[src/rtl/div_seq_pkg.sv]
// Shared CPU constants used by the HI/LO producers (divider and multiplier).
package div_seq_pkg;

  // Divider FSM encodings
  typedef enum logic [1:0] {
    DIV_IDLE = 2'd0,
    DIV_CALC = 2'd1,
    DIV_FIX  = 2'd2,
    DIV_DONE = 2'd3
  } div_state_t;

  // HI/LO source-mux selects, shared with the mult unit
  localparam logic [1:0] HILO_SEL_REG  = 2'd0;
  localparam logic [1:0] HILO_SEL_MULT = 2'd1;
  localparam logic [1:0] HILO_SEL_DIV  = 2'd2;

endpackage

[src/rtl/div_seq.sv]
// Sequential signed restoring divider: quotient -> lo, remainder -> hi.
// One quotient bit per cycle, then a sign-fixup cycle, then a one-cycle done.
module div_seq
  import div_seq_pkg::*;
#(
  parameter int WIDTH = 32
) (
  input  logic             clock,
  input  logic             reset,
  input  logic             start,
  input  logic [WIDTH-1:0] dividend,
  input  logic [WIDTH-1:0] divisor,
  output logic             busy,
  output logic             done,
  output logic             div_zero,
  output logic [WIDTH-1:0] hi,
  output logic [WIDTH-1:0] lo
);

  localparam int CW = $clog2(WIDTH) + 1;

  div_state_t       state, state_nxt;
  logic [CW-1:0]    cnt;
  logic [WIDTH-1:0] rem, quo, dsr;
  logic             q_neg, r_neg;
  logic [WIDTH:0]   rs, trial;

  // Partial remainder shifted left by one with the next dividend bit, and the
  // trial subtraction; the top bit of trial is the borrow (trial < 0).
  assign rs    = {rem, quo[WIDTH-1]};
  assign trial = rs - {1'b0, dsr};

  assign busy = (state == DIV_CALC) || (state == DIV_FIX);
  assign done = (state == DIV_DONE);

  // State register
  always_ff @(posedge clock) begin
    if (reset) state <= DIV_IDLE;
    else       state <= state_nxt;
  end

  // Next-state logic; a zero divisor never leaves IDLE
  always_comb begin
    state_nxt = state;
    case (state)
      DIV_IDLE: if (start && (divisor != '0)) state_nxt = DIV_CALC;
      DIV_CALC: if (cnt == CW'(1))            state_nxt = DIV_FIX;
      DIV_FIX:                                state_nxt = DIV_DONE;
      DIV_DONE:                               state_nxt = DIV_IDLE;
      default:                                state_nxt = DIV_IDLE;
    endcase
  end

  // Operand capture, iteration datapath, sign fixup and result registers.
  // Magnitudes are unsigned, so |0x80000000| = 0x80000000 is exact.
  always_ff @(posedge clock) begin
    if (reset) begin
      cnt      <= '0;
      rem      <= '0;
      quo      <= '0;
      dsr      <= '0;
      q_neg    <= 1'b0;
      r_neg    <= 1'b0;
      div_zero <= 1'b0;
      hi       <= '0;
      lo       <= '0;
    end else begin
      div_zero <= 1'b0;
      case (state)
        DIV_IDLE: begin
          if (start) begin
            if (divisor == '0) begin
              div_zero <= 1'b1;
            end else begin
              quo   <= dividend[WIDTH-1] ? -dividend : dividend;
              dsr   <= divisor[WIDTH-1]  ? -divisor  : divisor;
              rem   <= '0;
              q_neg <= dividend[WIDTH-1] ^ divisor[WIDTH-1];
              r_neg <= dividend[WIDTH-1];
              cnt   <= CW'(WIDTH);
            end
          end
        end
        DIV_CALC: begin
          cnt <= cnt - CW'(1);
          if (!trial[WIDTH]) begin
            rem <= trial[WIDTH-1:0];
            quo <= {quo[WIDTH-2:0], 1'b1};
          end else begin
            rem <= rs[WIDTH-1:0];
            quo <= {quo[WIDTH-2:0], 1'b0};
          end
        end
        DIV_FIX: begin
          lo <= q_neg ? -quo : quo;
          hi <= r_neg ? -rem : rem;
        end
        default: ;
      endcase
    end
  end

endmodule
[config.mk]
export PLATFORM = sky130hd
export DESIGN_NAME = div_seq
export DESIGN_NICKNAME = d
export VERILOG_FILES = /design/src/rtl/div_seq_pkg.sv /design/src/rtl/div_seq.sv
export SDC_FILE = /design/constraint.sdc
export NUM_CORES = 1
export LEC_CHECK = 0
export ABC_AREA = 0
export CAP_MARGIN = 20
export CORE_ASPECT_RATIO = 1.2
export CORE_MARGIN = 2
export CORE_UTILIZATION = 35
export CTS_CLUSTER_DIAMETER = 50
export DETAILED_ROUTE_END_ITERATION = 16
export SETUP_SLACK_MARGIN = 0.15
export SKIP_LAST_GASP = 1
export SYNTH_ARGS = -nofsm -noshare
export SYNTH_HDL_FRONTEND = slang
export SYNTH_SLANG_ARGS = --single-unit
[constraint.sdc]
create_clock -name clock -period 3.8 [get_ports clock]
set_input_delay 0.95 -clock clock [delete_from_list [all_inputs] [get_ports clock]]
set_output_delay 0.95 -clock clock [all_outputs]
set_load 0.05 [all_outputs]
==> flow_summary_export.csv <==
group,metric,value,unit
outcome,outcome,"completed",
floorplanning,core-area,0.0306,mm^2
synthesis,yosys.area.top_type,"dfxtp_1",
setup_path,cp.depth,11,
synthesis,yosys-top-cells-count,"dfxtp_1 (171), nand2_1 (153), nor2_1 (153)",
synthesis,synthTopCellsByArea,"dfxtp_1 (31%), xor2_1 (9.6%), a211oi_1 (6.3%), nand2_1 (5.3%), nor2_1 (5.3%)",
sta,maxSlewHeadroom,59.7,%
global_route,grt-ovfl-total,0,
setup_path,end_kind,"flop",
floorplanning,fp.dieH,197,um
synthesis,synth-edff-count,0,
synthesis,synthArstFlopShare,0,%
final_layout,fin_nets,1602,
clocking,clock_latency,0.44,ns
floorplanning,initial_utilization,35.6,%
route,dr.first_iter.drc_count,535,
final_layout,design_area,0.0135,mm^2
clocking,cts_tree,"done",
clocking,post-cts-setup-buffers,0,
global_route,grt_pass1_wl,48600,um
setup_path,path_delay_family,"simple AND/OR/NAND/NOR gates",
route,vias,10014,
setup_path,cpMaxStageDelayCell,"or4_4",
synthesis,yosys.area.top_type_share,31.5,%
placement,place_congestion,0.933,
clocking,cts.clk_slew.worst_paths,0.07,ns
global_route,grt_start_max_net_pins,109,
worst_hold_path,hold_class,"reg2reg",
setup_path,cp_data_required_time,4.17,ns
sta,fin_skew,0.00904,ns
clocking,cts_sinks,171,
route,drc_errors,0,
flow_run,maxCapViolCount,0,
setup_path,start_kind,"primary input",
floorplanning,io-pin-count,134,
synthesis,ys_seq_area_share,31.5,%
placement,dpl-instance-area,0.0129,mm^2
final_layout,fin_util,44.0,%
pwr,leakagePower,5.13,nW
floorplanning,fp.dieArea,0.0325,mm^2
pwr,peakVddDrop,0.339,mV
synthesis,synth_area,0.0109,mm^2
sta,finalHoldViolCount,0,
floorplanning,die_w,165,um
route,wirelength,30000,um
worst_hold_path,hold_path_depth,2,
global_route,grt_pass1_vias,9508,
synthesis,syn_area_per_cell,7.99,um^2
sta,rsz0062_at_grt,"no",
final_layout,synthToLayoutAreaGrowth,23.8,%
final_layout,layout-drive-gt1-share,8.98,%
synthesis,synth_most_common_cell,"dfxtp_1",
synthesis,syn_nets,1472,
placement,place_ws,-0.00707,ns
setup_path,path_class,"in2reg",
sta,setup_tns,0,ns
synthesis,ys_warn_count,0,
synthesis,synthCells,1361,
route,ant_nets,0,
pwr,p_per_area,685,mW/mm^2
global_route,grt_usage,18.7,%
clocking,cts_inserted_buffers,17,
placement,portBuffers,133,
floorplanning,num_rows,70,
synthesis,ys_types,75,
setup_path,ff2ff_path_depth,12,
clocking,ctsResizeCount,0,
clocking,cts_root_buf,"clkbuf_16",
clocking,cts_htree_levels,4,
clocking,ctsHoldBuffers,0,
sta,setup_viol,0,
route,wl_per_cell,15.8,um
sta,finalCritPeriodShare,88.1,%
setup_path,path_cells,"clkdlybuf4s50_1 -> or3_4 -> or4_4 -> or3_1 -> or2_4 -> nand3_4 -> o21ai_4 -> nor2_4 -> buf_12 -> a22oi_1 -> o21ai_1",
sta,fin_ws,0.451,ns
setup_path,worst-path-buf-inv,2,
sta,finalHoldWorstSlack,0.454,ns
route,routed_via_density,5.27,
placement,dp_hpwl,22600,um
sta,fmax,299,MHz
final_layout,fillCellCount,3049,
sta,slew_violations,0,
clocking,cts_max_path_buffers,2,
setup_path,cpPeakStageDelay,0.55,ns
sta,tightest_slew,0.605,ns
setup_path,crit_arrival,3.72,ns
sta,period_needed,3.35,ns
synthesis,synthFlopType,"dfxtp_1",
setup_path,critical_path_peak_fanout,31,
global_route,antenna_found_initial,1,
synthesis,synth_seq_cells,171,
route,drtPass1Iterations,5,
## cells in the final DEF, fill, tap and decap left out, types with 29 or more instances in the layout
master | synthesis | layout
o21ai_0 | 88 | 88
xnor2_1 | 29 | 29
a211oi_1 | 91 | 91
inv_1 | 57 | 57
buf_4 | 2 | 55
xor2_1 | 119 | 119
ha_1 | 43 | 42
mux2i_1 | 31 | 31
dfxtp_1 | 171 | 171
clkdlybuf4s50_1 | 0 | 132
nor2_1 | 153 | 153
a21oi_1 | 80 | 80
nand2_1 | 153 | 153
## path summary, 6_finish.rpt
| check | from | endpoint | slack (ns) |
|---|---|---|---|
| setup reg to reg | rem[0]$_SDFFE_PP0P_ | rem[27]$_SDFFE_PP0P_ | 0.46 |
| hold reg to reg | dsr[31]$_SDFFE_PP0P_ | dsr[31]$_SDFFE_PP0P_ | 0.45 |
| hold / removal | dsr[31]$_SDFFE_PP0P_ | dsr[31]$_SDFFE_PP0P_ | 0.45 |
| setup / recovery | divisor[23] | rem[25]$_SDFFE_PP0P_ | 0.45 |
## sequential cells by signal, summed over array words and instances (netlist names)
| signal | flops |
|---|---|
| quo | 32 |
| state | 2 |
| rem | 32 |
| q_neg | 1 |
| dsr | 32 |
| lo | 32 |
| cnt | 6 |
| hi | 32 |
| div_zero | 1 |
| r_neg | 1 |
## power breakdown
group          internal (W)  total (W)  switching (W)
Combinational       0.00181    0.00486        0.00306
Sequential          0.00227    0.00267       0.000395
Clock              0.000867    0.00169       0.000822
Total               0.00495    0.00922        0.00427
## layer usage
| metal | track usage [%] | part of all wire (%) | up-vias | wire (um) |
|---|---|---|---|---|
| li1 | - | - | 5108 | - |
| met4 | 8.89 | 3.9 | 0 | 1160 |
| met3 | 2.58 | 3.6 | 58 | 1090 |
| met5 | 0 | 0 | - | 0 |
| met2 | 32.5 | 49 | 208 | 14700 |
| met1 | 22.6 | 44 | 4640 | 13100 |
## final cells by class
| class | instances | area, um^2 | area share (%) |
|---|---|---|---|
| sequential | 171 | 3420 | 25.4 |
| clock buffer | 18 | 429 | 3.19 |
| clock inverter | 14 | 133 | 0.986 |
| antenna | 1 | 2.50 | 0.0186 |
| tap | 396 | 495 | 3.68 |
| inverter | 58 | 218 | 1.62 |
| timing repair buffer | 192 | 1840 | 13.7 |
| multi-input combinational | 1051 | 6910 | 51.4 |
## logic make-up after synthesis
group / count (synthesis) / share of synthesized area [%]
simple gates: 434 / 18.9
mux: 31 / 2.85
fa+ha+maj: 44 / 5.13
xor+xnor: 149 / 12.1
buf+inv: 139 / 5.18
compound gates: 393 / 24.4
flops: 171 / 31.5
## worst reg2reg max path: stages (launching register included)
cell and delay [ns]:
dfxtp_1 0.49, inv_1 0.14, fa_1 0.45, nand2b_1 0.20
a21oi_1 0.25, o21ai_1 0.17, a21oi_1 0.25, a41oi_1 0.29
xnor2_4 0.31, nand2_1 0.26, buf_4 0.24, a21o_1 0.15
o21ai_1 0.10
## metrics by stage
step                cells  total power [W]
floorplan            1361          0.00618
global placement     1867          0.00751
detailed placement   1867          0.00757
CTS                  1899          0.00929
global route         1901          0.00988
finish               1901          0.00922
(Power assumes the default switching activity.)
